$ cat src/rtl/per2axi_mo_pkg.sv
// Shared constants, slot-entry layout and default AXI4 channel structs for the
// multiple-outstanding peripheral-to-AXI4 bridge.
package per2axi_mo_pkg;

  localparam logic [1:0] AXI_RESP_OKAY   = 2'b00;
  localparam logic [1:0] AXI_RESP_EXOKAY = 2'b01;
  localparam logic [1:0] AXI_RESP_SLVERR = 2'b10;
  localparam logic [1:0] AXI_RESP_DECERR = 2'b11;
  localparam logic [1:0] AXI_BURST_INCR  = 2'b01;
  localparam logic [2:0] AXI_SIZE_4B     = 3'd2;

  // Slot fields are sized for the widest supported configuration; the top
  // narrows them back to its own parameters.
  localparam int unsigned SLOT_ID_W   = 16;
  localparam int unsigned SLOT_LANE_W = 2;

  typedef struct packed {
    logic [SLOT_ID_W-1:0]   per_id;
    logic                   we;
    logic [SLOT_LANE_W-1:0] lane;
  } slot_entry_t;

  // Index of the 32-bit lane an address falls into on a dw-bit bus.
  function automatic logic [SLOT_LANE_W-1:0] lane_of(input logic [63:0] addr,
                                                     input int unsigned dw);
    int unsigned lane_bits;
    lane_bits = (dw > 32) ? $clog2(dw / 32) : 0;
    return SLOT_LANE_W'((addr >> 2) & ((64'd1 << lane_bits) - 64'd1));
  endfunction

  localparam int unsigned DEF_ID_W   = 3;
  localparam int unsigned DEF_ADDR_W = 32;
  localparam int unsigned DEF_DATA_W = 64;

  typedef struct packed {
    logic [DEF_ID_W-1:0]   id;
    logic [DEF_ADDR_W-1:0] addr;
    logic [7:0]            len;
    logic [2:0]            size;
    logic [1:0]            burst;
    logic                  lock;
    logic [3:0]            cache;
    logic [2:0]            prot;
    logic [3:0]            qos;
    logic [3:0]            region;
    logic [0:0]            user;
  } default_ax_chan_t;

  typedef struct packed {
    logic [DEF_DATA_W-1:0]   data;
    logic [DEF_DATA_W/8-1:0] strb;
    logic                    last;
    logic [0:0]              user;
  } default_w_chan_t;

  typedef struct packed {
    logic [DEF_ID_W-1:0]   id;
    logic [DEF_DATA_W-1:0] data;
    logic [1:0]            resp;
    logic                  last;
    logic [0:0]            user;
  } default_r_chan_t;

  typedef struct packed {
    logic [DEF_ID_W-1:0] id;
    logic [1:0]          resp;
    logic [0:0]          user;
  } default_b_chan_t;

  typedef struct packed {
    default_ax_chan_t aw;
    logic             aw_valid;
    default_w_chan_t  w;
    logic             w_valid;
    default_ax_chan_t ar;
    logic             ar_valid;
    logic             r_ready;
    logic             b_ready;
  } default_axi_req_t;

  typedef struct packed {
    logic            aw_ready;
    logic            w_ready;
    logic            ar_ready;
    default_r_chan_t r;
    logic            r_valid;
    default_b_chan_t b;
    logic            b_valid;
  } default_axi_rsp_t;

endpackage

$ cat src/rtl/per2axi_mo_slot_table.sv
// Tracking table for in-flight transactions: lowest-free allocation, release by
// AXI ID, and lookup of the originating requester for a returning response.
module per2axi_mo_slot_table
  import per2axi_mo_pkg::*;
#(
  parameter int unsigned DEPTH = 4,
  parameter int unsigned IDX_W = 2
) (
  input  logic             clk_i,
  input  logic             rst_ni,
  input  logic             alloc_i,
  input  slot_entry_t      alloc_entry_i,
  output logic [IDX_W-1:0] alloc_idx_o,
  output logic             full_o,
  input  logic             free_i,
  input  logic [IDX_W-1:0] free_idx_i,
  input  logic [IDX_W-1:0] lookup_idx_i,
  output logic             lookup_valid_o,
  output slot_entry_t      lookup_entry_o,
  output logic             any_valid_o
);

  logic [DEPTH-1:0] valid_q, valid_d;
  slot_entry_t      entry_q [DEPTH];
  slot_entry_t      entry_d [DEPTH];

  // NOTE: every signal written in always_comb is given a default first so no path leaves it unassigned, which would infer a latch.
  always_comb begin
    alloc_idx_o = '0;
    for (int i = int'(DEPTH) - 1; i >= 0; i--) begin
      if (!valid_q[i]) alloc_idx_o = IDX_W'(i);
    end
  end

  assign full_o      = &valid_q;
  assign any_valid_o = |valid_q;

  always_comb begin
    valid_d = valid_q;
    entry_d = entry_q;
    if (free_i) valid_d[free_idx_i] = 1'b0;
    if (alloc_i) begin
      valid_d[alloc_idx_o] = 1'b1;
      entry_d[alloc_idx_o] = alloc_entry_i;
    end
  end

  always_comb begin
    lookup_valid_o = 1'b0;
    lookup_entry_o = '0;
    if (int'(lookup_idx_i) < int'(DEPTH)) begin
      lookup_valid_o = valid_q[lookup_idx_i];
      lookup_entry_o = entry_q[lookup_idx_i];
    end
  end

  // NOTE: state uses non-blocking assignments so every flop samples pre-edge values; blocking here races with other processes.
  always_ff @(posedge clk_i or negedge rst_ni) begin
    if (!rst_ni) valid_q <= '0;
    else         valid_q <= valid_d;
  end

  // NOTE: the payload array has no reset; it is only ever read when the matching valid bit is set.
  always_ff @(posedge clk_i) begin
    entry_q <= entry_d;
  end

endmodule

$ cat src/rtl/per2axi_mo.sv
// Multiple-outstanding peripheral-to-AXI4 bridge: single-beat AXI transactions,
// AXI ID = tracking slot. Define PER2AXI_MO_ERR_RESP_EN to report SLVERR/DECERR on r_opc.
module per2axi_mo
  import per2axi_mo_pkg::*;
#(
  parameter int unsigned PER_ADDR_WIDTH  = 32,
  parameter int unsigned PER_ID_WIDTH    = 5,
  parameter int unsigned AXI_ADDR_WIDTH  = 32,
  parameter int unsigned AXI_DATA_WIDTH  = 64,
  parameter int unsigned AXI_ID_WIDTH    = 3,
  parameter int unsigned MAX_OUTSTANDING = 4,
  parameter type         axi_req_t       = per2axi_mo_pkg::default_axi_req_t,
  parameter type         axi_rsp_t       = per2axi_mo_pkg::default_axi_rsp_t
) (
  input  logic                      clk_i,
  input  logic                      rst_ni,
  input  logic                      per_slave_req_i,
  input  logic [PER_ADDR_WIDTH-1:0] per_slave_add_i,
  input  logic                      per_slave_we_i,
  input  logic [31:0]               per_slave_wdata_i,
  input  logic [3:0]                per_slave_be_i,
  input  logic [PER_ID_WIDTH-1:0]   per_slave_id_i,
  output logic                      per_slave_gnt_o,
  output logic                      per_slave_r_valid_o,
  output logic                      per_slave_r_opc_o,
  output logic [PER_ID_WIDTH-1:0]   per_slave_r_id_o,
  output logic [31:0]               per_slave_r_rdata_o,
  output axi_req_t                  axi_master_req_o,
  input  axi_rsp_t                  axi_master_rsp_i,
  output logic                      busy_o
);

  localparam int unsigned IDX_W     = (MAX_OUTSTANDING > 1) ? $clog2(MAX_OUTSTANDING) : 1;
  localparam int unsigned NUM_LANES = AXI_DATA_WIDTH / 32;
  localparam int unsigned STRB_W    = AXI_DATA_WIDTH / 8;

  axi_req_t                req_q, req_d;
  logic                    rsp_valid_q, rsp_valid_d;
  logic                    rsp_opc_q, rsp_opc_d;
  logic [PER_ID_WIDTH-1:0] rsp_id_q, rsp_id_d;
  logic [31:0]             rsp_rdata_q, rsp_rdata_d;

  logic                    grant;
  logic                    tbl_full, tbl_any, tbl_hit_valid;
  logic [IDX_W-1:0]        alloc_idx, lookup_idx;
  slot_entry_t             alloc_entry, tbl_entry;
  logic                    r_accept, b_accept, rsp_accept, rsp_hit;
  logic [AXI_ID_WIDTH-1:0] rsp_axi_id;
  logic [1:0]              rsp_resp;
  logic [SLOT_LANE_W-1:0]  lane;

  // A write needs both AW and W holding registers empty; a read only needs AR.
  assign grant = per_slave_req_i & ~tbl_full &
                 (per_slave_we_i ? (~req_q.aw_valid & ~req_q.w_valid) : ~req_q.ar_valid);
  assign lane  = lane_of(64'(per_slave_add_i), AXI_DATA_WIDTH);

  always_comb begin
    alloc_entry        = '0;
    alloc_entry.per_id = SLOT_ID_W'(per_slave_id_i);
    alloc_entry.we     = per_slave_we_i;
    alloc_entry.lane   = lane;
  end

  per2axi_mo_slot_table #(
    .DEPTH (MAX_OUTSTANDING),
    .IDX_W (IDX_W)
  ) u_slot_table (
    .clk_i          (clk_i),
    .rst_ni         (rst_ni),
    .alloc_i        (grant),
    .alloc_entry_i  (alloc_entry),
    .alloc_idx_o    (alloc_idx),
    .full_o         (tbl_full),
    .free_i         (rsp_accept & rsp_hit),
    .free_idx_i     (lookup_idx),
    .lookup_idx_i   (lookup_idx),
    .lookup_valid_o (tbl_hit_valid),
    .lookup_entry_o (tbl_entry),
    .any_valid_o    (tbl_any)
  );

  always_comb begin
    req_d = req_q;
    if (axi_master_rsp_i.aw_ready) req_d.aw_valid = 1'b0;
    if (axi_master_rsp_i.w_ready)  req_d.w_valid  = 1'b0;
    if (axi_master_rsp_i.ar_ready) req_d.ar_valid = 1'b0;
    if (grant && per_slave_we_i) begin
      req_d.aw_valid  = 1'b1;
      req_d.aw.id     = AXI_ID_WIDTH'(alloc_idx);
      req_d.aw.addr   = AXI_ADDR_WIDTH'(per_slave_add_i);
      req_d.aw.len    = '0;
      req_d.aw.size   = AXI_SIZE_4B;
      req_d.aw.burst  = AXI_BURST_INCR;
      req_d.aw.lock   = 1'b0;
      req_d.aw.cache  = '0;
      req_d.aw.prot   = '0;
      req_d.aw.qos    = '0;
      req_d.aw.region = '0;
      req_d.aw.user   = '0;
      req_d.w_valid   = 1'b1;
      req_d.w.data    = {NUM_LANES{per_slave_wdata_i}};
      req_d.w.strb    = STRB_W'(per_slave_be_i) << (4 * int'(lane));
      req_d.w.last    = 1'b1;
      req_d.w.user    = '0;
    end else if (grant) begin
      req_d.ar_valid  = 1'b1;
      req_d.ar.id     = AXI_ID_WIDTH'(alloc_idx);
      req_d.ar.addr   = AXI_ADDR_WIDTH'(per_slave_add_i);
      req_d.ar.len    = '0;
      req_d.ar.size   = AXI_SIZE_4B;
      req_d.ar.burst  = AXI_BURST_INCR;
      req_d.ar.lock   = 1'b0;
      req_d.ar.cache  = '0;
      req_d.ar.prot   = '0;
      req_d.ar.qos    = '0;
      req_d.ar.region = '0;
      req_d.ar.user   = '0;
    end
  end

  // R wins over B; the losing B simply stays valid until the next cycle.
  always_comb begin
    r_accept   = axi_master_rsp_i.r_valid;
    b_accept   = axi_master_rsp_i.b_valid & ~axi_master_rsp_i.r_valid;
    rsp_accept = r_accept | b_accept;
    rsp_axi_id = r_accept ? axi_master_rsp_i.r.id   : axi_master_rsp_i.b.id;
    rsp_resp   = r_accept ? axi_master_rsp_i.r.resp : axi_master_rsp_i.b.resp;
    lookup_idx = IDX_W'(rsp_axi_id);
    rsp_hit    = (int'(rsp_axi_id) < int'(MAX_OUTSTANDING)) & tbl_hit_valid;
  end

  always_comb begin
    rsp_valid_d = rsp_accept & rsp_hit;
    rsp_id_d    = '0;
    rsp_rdata_d = '0;
    rsp_opc_d   = 1'b0;
    if (rsp_valid_d) begin
      rsp_id_d = PER_ID_WIDTH'(tbl_entry.per_id);
      if (r_accept) rsp_rdata_d = axi_master_rsp_i.r.data[32*int'(tbl_entry.lane) +: 32];
`ifdef PER2AXI_MO_ERR_RESP_EN
      rsp_opc_d = (rsp_resp != AXI_RESP_OKAY);
`endif
    end
  end

  always_ff @(posedge clk_i or negedge rst_ni) begin
    if (!rst_ni) begin
      req_q       <= '0;
      rsp_valid_q <= 1'b0;
      rsp_opc_q   <= 1'b0;
      rsp_id_q    <= '0;
      rsp_rdata_q <= '0;
    end else begin
      req_q       <= req_d;
      rsp_valid_q <= rsp_valid_d;
      rsp_opc_q   <= rsp_opc_d;
      rsp_id_q    <= rsp_id_d;
      rsp_rdata_q <= rsp_rdata_d;
    end
  end

  always_comb begin
    axi_master_req_o         = req_q;
    axi_master_req_o.r_ready = axi_master_rsp_i.r_valid;
    axi_master_req_o.b_ready = b_accept;
  end

  assign per_slave_gnt_o     = grant;
  assign per_slave_r_valid_o = rsp_valid_q;
  assign per_slave_r_opc_o   = rsp_opc_q;
  assign per_slave_r_id_o    = rsp_id_q;
  assign per_slave_r_rdata_o = rsp_rdata_q;
  assign busy_o              = tbl_any | req_q.aw_valid | req_q.w_valid | req_q.ar_valid;

  // Fields that carry no meaning for single-beat 32-bit traffic.
  logic unused_bits;
  assign unused_bits = ^{axi_master_rsp_i.r.last, axi_master_rsp_i.r.user,
                         axi_master_rsp_i.b.user, tbl_entry, rsp_resp,
                         req_q.r_ready, req_q.b_ready};

`ifndef SYNTHESIS
  // A response must always map to a live slot; a stray ID is accepted and dropped.
  rsp_id_hits_live_slot: assert property (
    @(posedge clk_i) disable iff (!rst_ni) rsp_accept |-> rsp_hit);
`endif

endmodule

$ cat config.mk
export PLATFORM = sky130hd
export DESIGN_NAME = per2axi_mo
export DESIGN_NICKNAME = d
export VERILOG_FILES = /design/src/rtl/per2axi_mo_pkg.sv /design/src/rtl/per2axi_mo_slot_table.sv /design/src/rtl/per2axi_mo.sv
export SDC_FILE = /design/constraint.sdc
export NUM_CORES = 1
export LEC_CHECK = 0
export CORE_AREA = 2 2 158 160
export DETAILED_ROUTE_END_ITERATION = 8
export DIE_AREA = 0 0 160 162
export PLACE_DENSITY = 0.73
export SLEW_MARGIN = 0
export SYNTH_ARGS = -nofsm -noshare
export SYNTH_HDL_FRONTEND = slang
export SYNTH_SLANG_ARGS = --single-unit
$ cat constraint.sdc
create_clock -name clk_i -period 1.8 [get_ports clk_i]
set_input_delay 0.18 -clock clk_i [delete_from_list [all_inputs] [get_ports clk_i]]
set_output_delay 0.18 -clock clk_i [all_outputs]
set_load 0.05 [all_outputs]
# == Yosys cells after proc, flatten, opt, wreduce, memory -nomap -nowiden ==
# Index checks and enable logic that the tools add are counted.
# op_classes
order_cmp,8
n_shift,2
n_mux,29
bitwise_logic,21
n_reduce_logical,9
# op_table
cell,count
76-bit bitwise mux,1
76-bit two-way mux,1
32-bit two-way mux,2
64-bit by 8-bit indexed part select with 32-bit output,1
19-bit binary-select mux with 2-bit select,1
19-bit demux with 2-bit select,1
19-bit two-way mux,1
8-bit two-way mux,2
1-bit two-way mux,9
2-bit two-way mux,4
4-bit two-way mux,2
4-bit by 3-bit left shift with 8-bit output,1
1-bit AND,6
"3-bit >= comparator, second input constant",2
"2-bit by 3-bit less-than comparator with 1-bit output, second input constant",2
1-bit NOT,6
2-bit NOT with 3-bit output,2
5-bit two-way mux,1
4-bit AND,1
1-bit demux with 2-bit select,2
"2-bit by 1-bit >= comparator with 1-bit output, second input constant",2
1-bit logical AND,4
4-bit NOT,1
1-bit OR,4
9 further kinds,10
# word_totals
regBits,263
in_bits,159
output_inout_bits,250
elab_cells,96

# == Depth between registers and ports, before layout ==
# logic_depth
word_depth,10
mapped_depth,6
depth_no_buf,4

# == By module ==
# From an unflattened synthesis, not the netlist that was laid out.
# hier_totals
cells_unflattened,613
area_unflattened_um2,9679.3
# by_module_without_submodules
module,n_inst,cells_per_inst,area_per_inst_um2,seq_area_each_um2
per2axi_mo,1,482,6653.9,3778.6
per2axi_mo_slot_table,1,131,3025.4,2382.3

# == Least setup slack after synthesis ==
# OpenSTA, ideal clock, no wires.
# synth_path
kind,register to register
startpoint,register req_q (netlist bit axi_master_req_o[68])
endpoint,"register u_slot_table.entry_q[0] in the netlist's numbering, enable pin"
arrival_time_ns,1.780
t_required_ns,1.411
setup_slack_ns,-0.369
stages_incl_launch_ff,4
synth_period_minus_slack_ns,2.169
cell_sequence,dfrtp_1 nor3b_1 o21ai_1 nor4_1
# synth_between
elab_chain_cells,4
# synth_rtl
item,line_no,source
start: declaration,per2axi_mo.sv:37,"axi_req_t req_q, req_d;"
start signal: assignment,per2axi_mo.sv:154,req_q <= req_d;
1-bit NOT,per2axi_mo.sv:54,(per_slave_we_i ? (~req_q.aw_valid & ~req_q.w_valid) : ~req_q.ar_valid);
1-bit AND,per2axi_mo.sv:54,
1-bit two-way mux,per2axi_mo.sv:54,
1-bit AND,per2axi_mo.sv:53,assign grant = per_slave_req_i & ~tbl_full &
end signal: assignment,per2axi_mo_slot_table.sv:65,entry_q <= entry_d;
end: declaration,per2axi_mo_slot_table.sv:24,slot_entry_t entry_q [DEPTH];
# No other way between the ends.
# A chain may end at the register's enable or synchronous reset.

# == Final worst setup path ==
# layout_path
startpoint,register u_slot_table.valid_q[2]
endpoint,output busy_o
# layout_between
elab_chain_cells,4
# layout_rtl
item,line_no,source
start: declaration,per2axi_mo_slot_table.sv:23,"logic [DEPTH-1:0] valid_q, valid_d;"
start signal: assignment,per2axi_mo_slot_table.sv:60,else valid_q <= valid_d;
4-bit OR reduction,per2axi_mo_slot_table.sv:36,assign any_valid_o = |valid_q;
1-bit OR (3 in series),per2axi_mo.sv:173,assign busy_o = tbl_any | req_q.aw_valid | req_q.w_valid | req_q.ar_valid;
end: declaration,per2axi_mo.sv:30,output logic busy_o
# No other way between the ends.

==> flow_metrics.py <==
metrics = {
    "detailed_routing": {
        "ant_nets": 0,
        "vias": 5318,
        "firstDrtPassIters": 4,
        "vias_per_cell": 4.278,
        "totalWireLength_mm": 20.71,
        "drc": 0,
        "drt_iter0_markers": 194,
        "wl_per_cell_um": 16.66,
    },
    "place": {
        "place.gp.congestion": 0.7826,
        "io_buffer_count": 341,
        "place_hpwl_mm": 15.06,
        "postPlaceCellArea_um2": 11230,
    },
    "pwr": {
        "total_power_mw": 21.84,
        "cellPowerDensity_nw_per_um2": 1810,
        "p_leak_nw": 5.795,
        "vdd_drop_max_mv": 1.204,
    },
    "flow_run": {
        "max_cap_viol_count": 0,
    },
    "global_route": {
        "top_usage_layer": "met2",
        "grt_max_degree": 49,
        "grt_util_met1": 0.1828,
        "grt_pass1_vias": 5583,
        "grt_pass1_wl_mm": 31.14,
        "groute.layer.met2.usage": 0.2651,
        "antenna_found_initial": 0,
        "overflow": 0,
        "track_usage": 0.1536,
        "grtUsageMet3": 0.05312,
    },
    "die": {
        "die-area_um2": 25920,
        "die_h_um": 162,
        "ios": 409,
        "core_area_um2": 24110,
        "dieWidth_um": 160,
        "fp-row-count": 57,
        "start_util": 0.3178,
    },
    "logic_synthesis": {
        "synth_compound_area_frac": 0.02286,
        "synth_mux_area_frac": 0.2061,
        "postSynthCellCount": 557,
        "synth-seq-cells": 179,
        "synth_edf_count": 24,
        "yosys-top-cells-area": "dfrtp_1, mux2_2, buf_4",
        "yosys.area.top_type": "dfrtp_1",
        "synth_adder_area_share": 0,
        "synth.most_common_cell": "dfrtp_1",
        "synth-xor-area-share": 0,
        "synth_top_family_by_area": "multiplexers",
        "yosysWarnings": 0,
        "synth_top_area_frac": 0.5063,
        "syn_area_um2": 7661,
        "syn_area_per_cell_um2": 13.75,
        "ys_async_sr_fraction": 0.8659,
        "synthSimpleGateAreaFrac": 0.05324,
        "synth_flop_cell": "dfrtp_1",
        "ys_top_cells_by_count": "dfrtp_1, buf_4, mux2_2",
        "synth_cell_types": 37,
        "ys_seq_area_frac": 0.6004,
    },
    "final_layout": {
        "regArea_um2": 4603,
        "fin_util": 0.5005,
        "multi_input_area_um2": 2494,
        "final_area_um2": 12070,
        "layout-drive-gt1-share": 0.2231,
        "area_growth_pct": 57.49,
        "nFillCells": 2160,
        "n_antenna_cell": 0,
        "final_net_count": 1065,
    },
    "critical_path": {
        "required_ns": 1.62,
        "crit_path_start_kind": "register",
        "path_max_fanout": 5,
        "critPathSlowestCell": "dfrtp_1",
        "r2r_cells": 6,
        "max_stage_delay_ns": 0.39,
        "end_kind": "primary output",
        "cp_cell_sequence": "buf_6 > nor4_4 > buf_4 > nand4_1 > buf_6",
        "arrival_ns": 1.65,
        "path_common_cell": "buf_6",
        "worstSetupPathType": "reg2out",
    },
    "sta": {
        "setup_ws_ns": -0.02795,
        "worst_pin_slew_ns": 0.5421,
        "setup_tns_ns": -0.02795,
        "skew_ns": 0.01181,
        "period_needed_ns": 1.828,
        "rsz0062_at_grt": "yes",
        "slew_headroom": 0.6380,
        "drv_slew": 0,
        "hold_viol": 0,
        "setup_viol": 1,
        "max_clock_freq_mhz": 547.1,
        "hold_slack_ns": 0.2807,
        "min_period_over_period": 1.016,
    },
    "clocking": {
        "clk-insertion-delay-late_ns": 0.42,
        "root_buffer": "clkbuf_16",
        "clock-sinks": 179,
        "cts_max_path_buffers": 2,
        "cts_tree": "built",
        "htree_levels": 4,
        "cts_made_buffers": 17,
        "cts.clk_slew.worst_paths_ns": 0.08,
    },
    "hold_path": {
        "min_path_type": "in2async",
    },
    "outcome": {
        "status": "finished with violations",
        "violations": "negative setup slack",
    },
}
==> layout by cell type (no fill, tap or decap), types with 7 or more instances in the layout <==
cell / n
dlymetal6s2s_1: 36
dlygate4sd2_1: 98
edfxtp_1: 24
mux2_4: 7
clkdlybuf4s50_1: 189
mux2i_1: 32
conb_1: 60
dfrtp_1: 152
mux2_2: 86
o21ai_1: 13
nand2_1: 18
o21ai_0: 8
nand2b_1: 8
buf_12: 12
nor2_1: 36
buf_4: 45
clkbuf_16: 20
==> metal layers <==
metal  up-vias  share of wire
li1       2459              -
met1      2638           0.40
met2       206           0.51
met3        15          0.075
met4         0          0.015
met5         -              0
==> critical path, delay by kind of cell, from the launching register on <==
kind                   cells  cell delay [ns]
and+or+nand+nor            2             0.36
buffers and inverters      3             0.46
DFF                        1             0.39
==> sequential cells by signal, indices dropped and copies added, names as in the netlist <==
| name | cells |
|---|---|
| per_slave_r_valid_o | 1 |
| u_slot_table.entry_q | 24 |
| per_slave_r_id_o | 5 |
| u_slot_table.valid_q | 4 |
| axi_master_req_o | 113 |
| per_slave_r_rdata_o | 32 |
==> path summary, 6_finish.rpt <==
path,start,endpoint,slack [ns]
worst max-delay path,u_slot_table.valid_q[2],busy_o,-0.03
worst max register to register,axi_master_req_o[68],axi_master_req_o[192],0.04
worst min register to register,axi_master_req_o[71],axi_master_req_o[71],0.48
min in group clk_i,axi_master_rsp_i[81],axi_master_req_o[143],0.30
max in group asynchronous,rst_ni,axi_master_req_o[72],0.87
worst min-delay path,rst_ni,per_slave_r_rdata_o[26],0.28
==> per-stage QoR <==
stage / setup WS, ns / instances
5_1_grt: -0.1345 / 1243
4_1_cts: -0.07782 / 1232
3_3_place_gp: -0.3271 / 1198
3_5_place_dp: -0.3722 / 1198
2_1_floorplan: -0.05892 / 616
6_report: -0.02795 / 1243
==> repair_timing <==
| item | CTS | global route |
|---|---|---|
| setup endpoints to repair | 101 | 63 |
| resized for setup | 108 | 47 |
| hold buffers | 1 | 0 |
| setup buffers | 1 | 8 |
| gates cloned | 0 | 3 |
| endpoints found under the hold margin | 45 | 0 |
| pin swaps | 3 | 4 |
==> cell type report <==
cell class	instances	area share
repair buffers	390	0.3258
inverters	6	0.001867
clock inverters	15	0.01524
well taps	324	0.03360
clock buffers	17	0.03526
flip-flops and latches	179	0.3815
multi-input cells	312	0.2067
==> logic make-up (layout without fill, tap and decap cells) <==
group,Yosys count,after routing
simple gates,86,86
compound gates,30,30
other cells,1,60
flops,179,179
buf+inv,125,428
mux,136,136
==> power by group <==
group | leakage, nW | switching (mW) | internal (mW) | total, mW
Combinational | 3.38 | 8.17 | 3.67 | 11.8
Clock | 0.297 | 1.88 | 1.90 | 3.78
Sequential | 2.12 | 0.750 | 5.47 | 6.22
Total | 5.80 | 10.8 | 11.0 | 21.8
Note: power is estimated with default switching activity, not from simulation.
